==> config.mk <==
export PLATFORM = sky130hd
export DESIGN_NAME = riscv_fwd_scoreboard_flat
export DESIGN_NICKNAME = d
export VERILOG_FILES = /design/src/rtl/riscv_fwd_scoreboard_if.sv /design/src/rtl/riscv_fwd_scoreboard.sv /design/src/flat_wrapper.sv
export SDC_FILE = /design/constraint.sdc
export NUM_CORES = 1
export LEC_CHECK = 0
export BUFFER_PORTS_ARGS = -buffer_cell sky130_fd_sc_hd__buf_2
export CAP_MARGIN = 20
export CELL_PAD_IN_SITES_DETAIL_PLACEMENT = 0
export CELL_PAD_IN_SITES_GLOBAL_PLACEMENT = 1
export CORE_MARGIN = 2
export CORE_UTILIZATION = 34
export DETAILED_ROUTE_END_ITERATION = 6
export PLACE_DENSITY_LB_ADDON = 0.1
export SYNTH_ARGS = -nofsm -noshare
export SYNTH_HDL_FRONTEND = slang
export SYNTH_SLANG_ARGS = --single-unit
==> constraint.sdc <==
create_clock -name clk -period 4.9 [get_ports clk]
set_clock_uncertainty 0.15 [all_clocks]
set_input_delay 0.735 -clock clk [delete_from_list [all_inputs] [get_ports clk]]
set_output_delay 0.735 -clock clk [all_outputs]
set_load 0.005 [all_outputs]
==> src/rtl/riscv_fwd_scoreboard_if.sv <==
// EX-stage forwarding scoreboard bundle: operand lookup requests and forwarding results.
// Optional perf counter signals exist only when FWD_PERF_CNT_EN is defined.
interface riscv_fwd_scoreboard_if #(
   parameter int XLEN  = 32,
   parameter int RAW   = 5,
   parameter int NSRC  = 2,
   parameter int DEPTH = 3
);
   localparam int SELW = ($clog2(DEPTH) > 1) ? $clog2(DEPTH) : 1;

   logic                 pipe_hold;
   logic                 flush;
   logic                 ex_valid;
   logic                 ex_reg_wr;
   logic                 ex_is_load;
   logic [RAW-1:0]       ex_rd_idx;
   logic [XLEN-1:0]      ex_alu_result;
   logic [XLEN-1:0]      mem_load_data;
   logic [NSRC*RAW-1:0]  ex_rs_idx;
   logic [NSRC-1:0]      ex_rs_use;
   logic [NSRC-1:0]      fwd_hit;
   logic [NSRC*SELW-1:0] fwd_stage;
   logic [NSRC*XLEN-1:0] fwd_data;
   logic                 load_use_stall;
`ifdef FWD_PERF_CNT_EN
   logic [31:0]          perf_fwd_cnt;
   logic [31:0]          perf_stall_cnt;
`endif

   modport master (
      output pipe_hold, flush, ex_valid, ex_reg_wr, ex_is_load, ex_rd_idx,
      output ex_alu_result, mem_load_data, ex_rs_idx, ex_rs_use,
      input  fwd_hit, fwd_stage, fwd_data, load_use_stall
`ifdef FWD_PERF_CNT_EN
      , input perf_fwd_cnt, perf_stall_cnt
`endif
   );

   modport slave (
      input  pipe_hold, flush, ex_valid, ex_reg_wr, ex_is_load, ex_rd_idx,
      input  ex_alu_result, mem_load_data, ex_rs_idx, ex_rs_use,
      output fwd_hit, fwd_stage, fwd_data, load_use_stall
`ifdef FWD_PERF_CNT_EN
      , output perf_fwd_cnt, perf_stall_cnt
`endif
   );
endinterface

==> src/rtl/riscv_fwd_scoreboard.sv <==
// EX-stage forwarding scoreboard: DEPTH-entry writeback history, youngest-first operand
// forwarding and internal load-use bubble. FWD_PERF_CNT_EN adds forward/stall counters.
module riscv_fwd_scoreboard #(
   parameter int XLEN  = 32,
   parameter int RAW   = 5,
   parameter int NSRC  = 2,
   parameter int DEPTH = 3
) (
   input  logic                   clk,
   input  logic                   rst,
   riscv_fwd_scoreboard_if.slave  sb
);
   localparam int SELW = ($clog2(DEPTH) > 1) ? $clog2(DEPTH) : 1;

   // Entry 0 = EX/MEM, entry 1 = MEM/WB, higher = post-WB shadows.
   logic            valid_reg [DEPTH];
   logic [RAW-1:0]  rd_reg    [DEPTH];
   logic [XLEN-1:0] data_reg  [DEPTH];
   logic            is_load0_reg;

   logic [NSRC-1:0]      hit_vec;
   logic [NSRC*SELW-1:0] stage_vec;
   logic [NSRC*XLEN-1:0] data_vec;
   logic [NSRC-1:0]      lu_vec;
   logic                 stall_int;
   logic                 record_new;

   genvar gi;
   generate
      for (gi = 0; gi < NSRC; gi++) begin : g_src
         logic [RAW-1:0]  rs;
         logic            found;
         logic [SELW-1:0] win;

         assign rs = sb.ex_rs_idx[gi*RAW +: RAW];

         // Scan oldest to youngest so the lowest matching index is left in win.
         always_comb begin
            found = 1'b0;
            win   = '0;
            for (int k = DEPTH - 1; k >= 0; k--) begin
               if (sb.ex_rs_use[gi] && valid_reg[k] && (rd_reg[k] == rs) && (rs != '0)) begin
                  found = 1'b1;
                  win   = SELW'(k);
               end
            end
         end

         assign lu_vec[gi]                 = found && (win == '0) && is_load0_reg;
         assign hit_vec[gi]                = found && !lu_vec[gi];
         assign stage_vec[gi*SELW +: SELW] = win;
         assign data_vec[gi*XLEN +: XLEN]  = hit_vec[gi] ? data_reg[win] : '0;
      end
   endgenerate

   assign stall_int  = (|lu_vec) && sb.ex_valid && !sb.flush;
   assign record_new = sb.ex_valid && sb.ex_reg_wr && !sb.flush && !stall_int &&
                       (sb.ex_rd_idx != '0);

   assign sb.fwd_hit        = rst ? '0   : hit_vec;
   assign sb.fwd_stage      = rst ? '0   : stage_vec;
   assign sb.fwd_data       = rst ? '0   : data_vec;
   assign sb.load_use_stall = rst ? 1'b0 : stall_int;

   always_ff @(posedge clk) begin
      if (rst) begin
         for (int k = 0; k < DEPTH; k++) begin
            valid_reg[k] <= 1'b0;
            rd_reg[k]    <= '0;
            data_reg[k]  <= '0;
         end
         is_load0_reg <= 1'b0;
      end else if (!sb.pipe_hold) begin
         for (int k = DEPTH - 1; k >= 2; k--) begin
            valid_reg[k] <= valid_reg[k-1];
            rd_reg[k]    <= rd_reg[k-1];
            data_reg[k]  <= data_reg[k-1];
         end
         // A load's value becomes known while it sits in entry 0; capture it on the way out.
         valid_reg[1] <= valid_reg[0];
         rd_reg[1]    <= rd_reg[0];
         data_reg[1]  <= is_load0_reg ? sb.mem_load_data : data_reg[0];
         valid_reg[0] <= record_new;
         rd_reg[0]    <= record_new ? sb.ex_rd_idx : '0;
         data_reg[0]  <= record_new ? sb.ex_alu_result : '0;
         is_load0_reg <= record_new && sb.ex_is_load;
      end
   end

`ifdef FWD_PERF_CNT_EN
   logic [31:0] perf_fwd_reg;
   logic [31:0] perf_stall_reg;
   logic [32:0] perf_fwd_next;

   always_comb begin
      perf_fwd_next = {1'b0, perf_fwd_reg};
      for (int i = 0; i < NSRC; i++) begin
         perf_fwd_next = perf_fwd_next + 33'(hit_vec[i]);
      end
   end

   always_ff @(posedge clk) begin
      if (rst) begin
         perf_fwd_reg   <= '0;
         perf_stall_reg <= '0;
      end else if (!sb.pipe_hold) begin
         perf_fwd_reg <= perf_fwd_next[32] ? 32'hFFFF_FFFF : perf_fwd_next[31:0];
         if (stall_int && (perf_stall_reg != 32'hFFFF_FFFF)) begin
            perf_stall_reg <= perf_stall_reg + 32'd1;
         end
      end
   end

   assign sb.perf_fwd_cnt   = rst ? '0 : perf_fwd_reg;
   assign sb.perf_stall_cnt = rst ? '0 : perf_stall_reg;
`endif
endmodule

==> src/flat_wrapper.sv <==
// flat-port wrapper written by rule: the top's interface ports become plain ports
module riscv_fwd_scoreboard_flat 
#(
   parameter int XLEN  = 32,
   parameter int RAW   = 5,
   parameter int NSRC  = 2,
   parameter int DEPTH = 3
)
  (clk, rst, sb_pipe_hold, sb_flush, sb_ex_valid, sb_ex_reg_wr, sb_ex_is_load, sb_ex_rd_idx, sb_ex_alu_result, sb_mem_load_data, sb_ex_rs_idx, sb_ex_rs_use, sb_fwd_hit, sb_fwd_stage, sb_fwd_data, sb_load_use_stall);
  riscv_fwd_scoreboard_if #(.XLEN(XLEN), .RAW(RAW), .NSRC(NSRC), .DEPTH(DEPTH)) sb_i ();
  input  logic clk;
  input  logic rst;
  input wire logic [$bits(sb_i.pipe_hold)-1:0] sb_pipe_hold;
  input wire logic [$bits(sb_i.flush)-1:0] sb_flush;
  input wire logic [$bits(sb_i.ex_valid)-1:0] sb_ex_valid;
  input wire logic [$bits(sb_i.ex_reg_wr)-1:0] sb_ex_reg_wr;
  input wire logic [$bits(sb_i.ex_is_load)-1:0] sb_ex_is_load;
  input wire logic [$bits(sb_i.ex_rd_idx)-1:0] sb_ex_rd_idx;
  input wire logic [$bits(sb_i.ex_alu_result)-1:0] sb_ex_alu_result;
  input wire logic [$bits(sb_i.mem_load_data)-1:0] sb_mem_load_data;
  input wire logic [$bits(sb_i.ex_rs_idx)-1:0] sb_ex_rs_idx;
  input wire logic [$bits(sb_i.ex_rs_use)-1:0] sb_ex_rs_use;
  output wire logic [$bits(sb_i.fwd_hit)-1:0] sb_fwd_hit;
  output wire logic [$bits(sb_i.fwd_stage)-1:0] sb_fwd_stage;
  output wire logic [$bits(sb_i.fwd_data)-1:0] sb_fwd_data;
  output wire logic [$bits(sb_i.load_use_stall)-1:0] sb_load_use_stall;
  assign sb_i.pipe_hold = sb_pipe_hold;
  assign sb_i.flush = sb_flush;
  assign sb_i.ex_valid = sb_ex_valid;
  assign sb_i.ex_reg_wr = sb_ex_reg_wr;
  assign sb_i.ex_is_load = sb_ex_is_load;
  assign sb_i.ex_rd_idx = sb_ex_rd_idx;
  assign sb_i.ex_alu_result = sb_ex_alu_result;
  assign sb_i.mem_load_data = sb_mem_load_data;
  assign sb_i.ex_rs_idx = sb_ex_rs_idx;
  assign sb_i.ex_rs_use = sb_ex_rs_use;
  assign sb_fwd_hit = sb_i.fwd_hit;
  assign sb_fwd_stage = sb_i.fwd_stage;
  assign sb_fwd_data = sb_i.fwd_data;
  assign sb_load_use_stall = sb_i.load_use_stall;
  riscv_fwd_scoreboard #(.XLEN(XLEN), .RAW(RAW), .NSRC(NSRC), .DEPTH(DEPTH)) u_core (.clk(clk), .rst(rst), .sb(sb_i));
endmodule
; ---- Word-level counts from Yosys, hierarchy flattened
; Memory sizes are Yosys's and may differ from the RTL's.
; Cells that the tools add are included.
[op_classes]
n_bitwise = 9
n_reduce_logical = 41
n_eq_ne = 6
n_mux = 35
[op_table]
columns = op, n
row1 = $mux W32, 7
row2 = $mux W64, 1
row3 = $logic_and A1 B1 Y1, 31
row4 = $eq A5 B5 Y1, 6
row5 = $mux W5, 4
row6 = $mux W1, 15
row7 = $reduce_bool A5 Y1, 3
row8 = $mux W2, 7
row9 = $or A1 B1 Y1, 9
row10 = $logic_not A1 Y1, 4
row11 = $logic_not A2 Y1, 2
row12 = $mux W4, 1
row13 = $reduce_or A2 Y1, 1
[totals]
reg_bits = 1
inputBits = 88
memories = 3
ramBits = 114
word_cells = 95
[memory_table]
columns = name, depth, width, rd, rd_ports_with_merged_regs, wr, line
row1 = u_core.data_reg, 3, 32, 4, 0, 3, riscv_fwd_scoreboard.sv:18  ; logic [XLEN-1:0] data_reg [DEPTH];
row2 = u_core.rd_reg, 3, 5, 3, 0, 3, riscv_fwd_scoreboard.sv:17  ; logic [RAW-1:0] rd_reg [DEPTH];
row3 = u_core.valid_reg, 3, 1, 3, 0, 3, riscv_fwd_scoreboard.sv:16  ; logic valid_reg [DEPTH];

; ---- Logic depth before layout (Yosys ltp)
[logic_depth]
ltp_word = 17
mapped_depth = 7
mapped_depth_nobuf = 5

; ---- Least setup slack after synthesis
; Ideal clock, no wire load.
[synth_timing]
kind = input-to-reg
startpoint = in rst
endpoint = reg u_core.is_load0_reg
arrival_time_ns = 4.061
cell_stages = 3
path_slack_ns = 0.396
setup_ns = 0.294
t_required_ns = 4.456
cell_sequence = buf_2 -> nand2b_1 -> o32ai_1
[synth_rtl]
columns = item, line
row1 = "start, declared", flat_wrapper.sv:12  ; input logic rst;
row2 = "end signal, assigned", riscv_fwd_scoreboard.sv:86  ; is_load0_reg <= record_new && sb.ex_is_load;
row3 = "end, declared", riscv_fwd_scoreboard.sv:19  ; logic is_load0_reg;

; ---- Worst setup path after layout
[layout_timing]
startpoint = in sb_ex_rs_idx[0]
endpoint = out sb_fwd_data[0]
[layout_via]
elab_chain_cells = 13
[layout_rtl]
columns = item, line
row1 = "start, declared", flat_wrapper.sv:21  ; input wire logic [$bits(sb_i.ex_rs_idx)-1:0] sb_ex_rs_idx;
row2 = $eq A5 B5 Y1, riscv_fwd_scoreboard.sv:42  ; if (sb.ex_rs_use[gi] && valid_reg[k] && (rd_reg[k] == rs) && (rs != '0)) begin
row3 = $logic_and A1 B1 Y1 (2 in series), riscv_fwd_scoreboard.sv:42
row4 = $mux W2 (3 in series), riscv_fwd_scoreboard.sv:42
row5 = $logic_not A2 Y1, riscv_fwd_scoreboard.sv:49  ; assign lu_vec[gi] = found && (win == '0) && is_load0_reg;
row6 = $logic_and A1 B1 Y1 (2 in series), riscv_fwd_scoreboard.sv:49
row7 = $logic_not A1 Y1, riscv_fwd_scoreboard.sv:50  ; assign hit_vec[gi] = found && !lu_vec[gi];
row8 = $logic_and A1 B1 Y1, riscv_fwd_scoreboard.sv:50
row9 = $mux W32 (*), riscv_fwd_scoreboard.sv:52  ; assign data_vec[gi*XLEN +: XLEN] = hit_vec[gi] ? data_reg[win] : '0;
row10 = $mux W64 (*), riscv_fwd_scoreboard.sv:62  ; assign sb.fwd_data = rst ? '0 : data_vec;
row11 = "end, declared", flat_wrapper.sv:25  ; output wire logic [$bits(sb_i.fwd_data)-1:0] sb_fwd_data;
; Every way passes the cells marked *; elsewhere a longest branch is shown, timed or not.

==> impl_metrics.json <==
{
  "initial_core_util_pct": 34.47,
  "syn_nets": 767,
  "syn_inst": 679,
  "largest_reg_flops": 96,
  "hold_start": "u_core.valid_reg[0][0]$_SDFFCE_PN0P_",
  "period_share_pct": 85.09,
  "synth_cell_types": 47,
  "wl_per_cell_um": 22.57,
  "cts_buffers": 17,
  "slew_headroom_pct": 32.74,
  "grt_pass1_wl_um": 38420,
  "min_path_cells": 1,
  "coreArea_mm2": 0.02169,
  "setup_viol": 0,
  "ys_seq_elements": 115,
  "drv_cap": 0,
  "holdBufCountCts": 0,
  "die_x_um": 152.3,
  "r2r_end": "u_core.data_reg[0][12]$_SDFFCE_PN0P_",
  "final_nets": 894,
  "cp_data_required_time_ps": 4010,
  "utilization_pct": 41.60,
  "hp-class": "register to register",
  "ys_warn_count": 0,
  "root_buffer": "clkbuf_16",
  "routed_wirelength_um": 24830,
  "clock_latency_ps": 420,
  "hpwl_um": 15880,
  "power-per-cell-area_mw_per_mm2": 285.7,
  "grt_start_max_net_pins": 63,
  "min_to": "u_core.valid_reg[0][1]$_SDFFCE_PN0P_",
  "fin_crit_ps": 4169,
  "io_buffers": 158,
  "critPathLaunchType": "primary input",
  "die_y_um": 152.3,
  "cts-htree-levels": 4,
  "track_usage_pct": 21.23,
  "ioPinCount": 159,
  "tns_ps": 0,
  "dieArea_mm2": 0.02319,
  "fmax_mhz": 239.9,
  "antenna_found_initial": 1,
  "dr.pass1.iters": 5,
  "rsz0062_at_grt": "false",
  "areaGrowthSynthToFinish_pct": 20.69,
  "clkSlewWorstSetupHoldPaths_ps": 60,
  "first_global_vias": 6417,
  "syn_area_per_cell_um2": 11.01,
  "antenna_left": 0,
  "worstPathMaxFanout": 19,
  "peakVddDrop_mv": 0.2211,
  "cts.repair.resized": 0,
  "end_kind": "output pin",
  "slew_violations": 0,
  "synth_area_mm2": 0.007476,
  "placed_area_mm2": 0.008482,
  "hold_viol_final": 0,
  "num_rows": 54,
  "mostFrequentLayoutCells": "158 x buf_2, 114 x edfxtp_1, 67 x nor3_1, 66 x nand3_1, 58 x a311oi_2",
  "tightest_slew_ps": 1009,
  "cts_tree": "built",
  "r2r_start": "u_core.rd_reg[0][2]$_SDFFCE_PN0P_",
  "clock-sinks": 115,
  "dr.first_iter.drc_count": 444,
  "vias_per_cell": 5.680,
  "path_class": "primary input to output pin",
  "drive_above_1_share_pct": 37.36,
  "ys_seq_area_share_pct": 46.06,
  "vias": 6248,
  "cp.arrival_ps": 3280,
  "place_congestion": 0.7772,
  "final_common_cell": "buf_2",
  "rrSetupSlack_ps": 1920,
  "clock_path_buffers": 2,
  "postLayoutCellArea_mm2": 0.009022,
  "power.leakage_uw": 0.003088,
  "drc": 0,
  "rr_worst_depth": 6,
  "status": "finished clean",
  "post_cts_buffers": 0,
  "grt.overflow.total": 0
}
-- metrics by stage --
step / power [µW] / hold WS (ps) / setup slack, ps / std cells
2_1_floorplan: 1353 / 390.0 / 395.6 / 679
3_3_place_gp: 1448 / 405.9 / 828.7 / 1067
3_5_place_dp: 1453 / 413.5 / 804.2 / 1067
4_1_cts: 2598 / 427.6 / 791.3 / 1099
5_1_grt: 2663 / 454.7 / 611.0 / 1100
6_report: 2577 / 432.1 / 730.8 / 1100
-- how the worst max path moves through the flow --
stage                    startpoint                                to  cells past startpoint
global placement    sb_ex_rs_idx[0]                    sb_fwd_data[0]                      8
floorplan                       rst  u_core.is_load0_reg$_SDFFE_PP0N_                      3
detailed placement  sb_ex_rs_idx[0]                    sb_fwd_data[0]                      8
global route        sb_ex_rs_idx[0]                    sb_fwd_data[0]                      8
CTS                 sb_ex_rs_idx[0]                    sb_fwd_data[0]                      8
finish              sb_ex_rs_idx[0]                    sb_fwd_data[0]                      8
-- per-layer routing --
| layer | share of wire (%) | up-vias | GRT usage (%) | wire length [µm] |
|---|---|---|---|---|
| met3 | 5.5 | 47 | 3.754 | 1363 |
| met1 | 44 | 3073 | 28.20 | 10910 |
| li1 | - | 2862 | - | - |
| met2 | 48 | 266 | 34.28 | 11900 |
| met4 | 2.6 | 0 | 8.812 | 656 |
| met5 | 0 | - | 0 | 0 |
-- where the power goes --
part	switching, µW	leakage, µW	internal, µW
combinational	152	0.00158	89.1
clock	497	0.000248	647
sequential	46.1	0.00126	1150
-- critical path, stage by stage --
cell and delay, ps:
buf_2 160, xor2_1 170, nor4_1 360, and2_1 270, nand3_2 480, buf_12 380
a311oi_1 490, buf_2 220
-- synth_stat cells (all sizes together) --
master / count / share of area [%]
nand3: 68 / 4.6
clkbuf: 35 / 1.8
a2111oi: 1 / 0.12
nand2: 3 / 0.15
xnor2: 14 / 1.6
a311oi: 66 / 13
nand4b: 1 / 0.12
or2: 3 / 0.25
o211ai: 2 / 0.20
nor3: 67 / 4.5
dfxtp: 1 / 0.27
o31ai: 2 / 0.45
and2: 52 / 4.4
o21a: 2 / 0.20
o32ai: 1 / 0.12
a21oi: 3 / 0.30
nor3b: 37 / 4.3
mux2i: 32 / 4.3
nand2b: 2 / 0.17
a21o: 2 / 0.22
inv: 4 / 0.20
nor4: 4 / 0.62
buf: 38 / 3.9
nor2: 39 / 2.0
xor2: 16 / 1.9
nand4: 2 / 0.17
or4: 2 / 0.30
o21ai: 66 / 4.6
edfxtp: 114 / 46
-- kinds of logic after synthesis --
kind of cell,synth area share (%)
and+or+nand+nor,21.47
AOI/OAI and AO/OA,18.81
DFF,46.06
buffers and inverters,5.858
muxes,4.285
xor gates and xnor gates,3.515
-- area by class of cell --
class | count | area (µm²)
repair buffers | 181 | 1001
well taps | 280 | 350.3
flip-flops and latches | 115 | 3445
multi-input cells | 487 | 3671
clock inverters | 15 | 112.6
fillers | 2082 | 12670
clock buffers | 17 | 425.4
inverters | 4 | 15.01
diodes | 1 | 2.502
No activity file was read; power rests on OpenSTA's default activity.
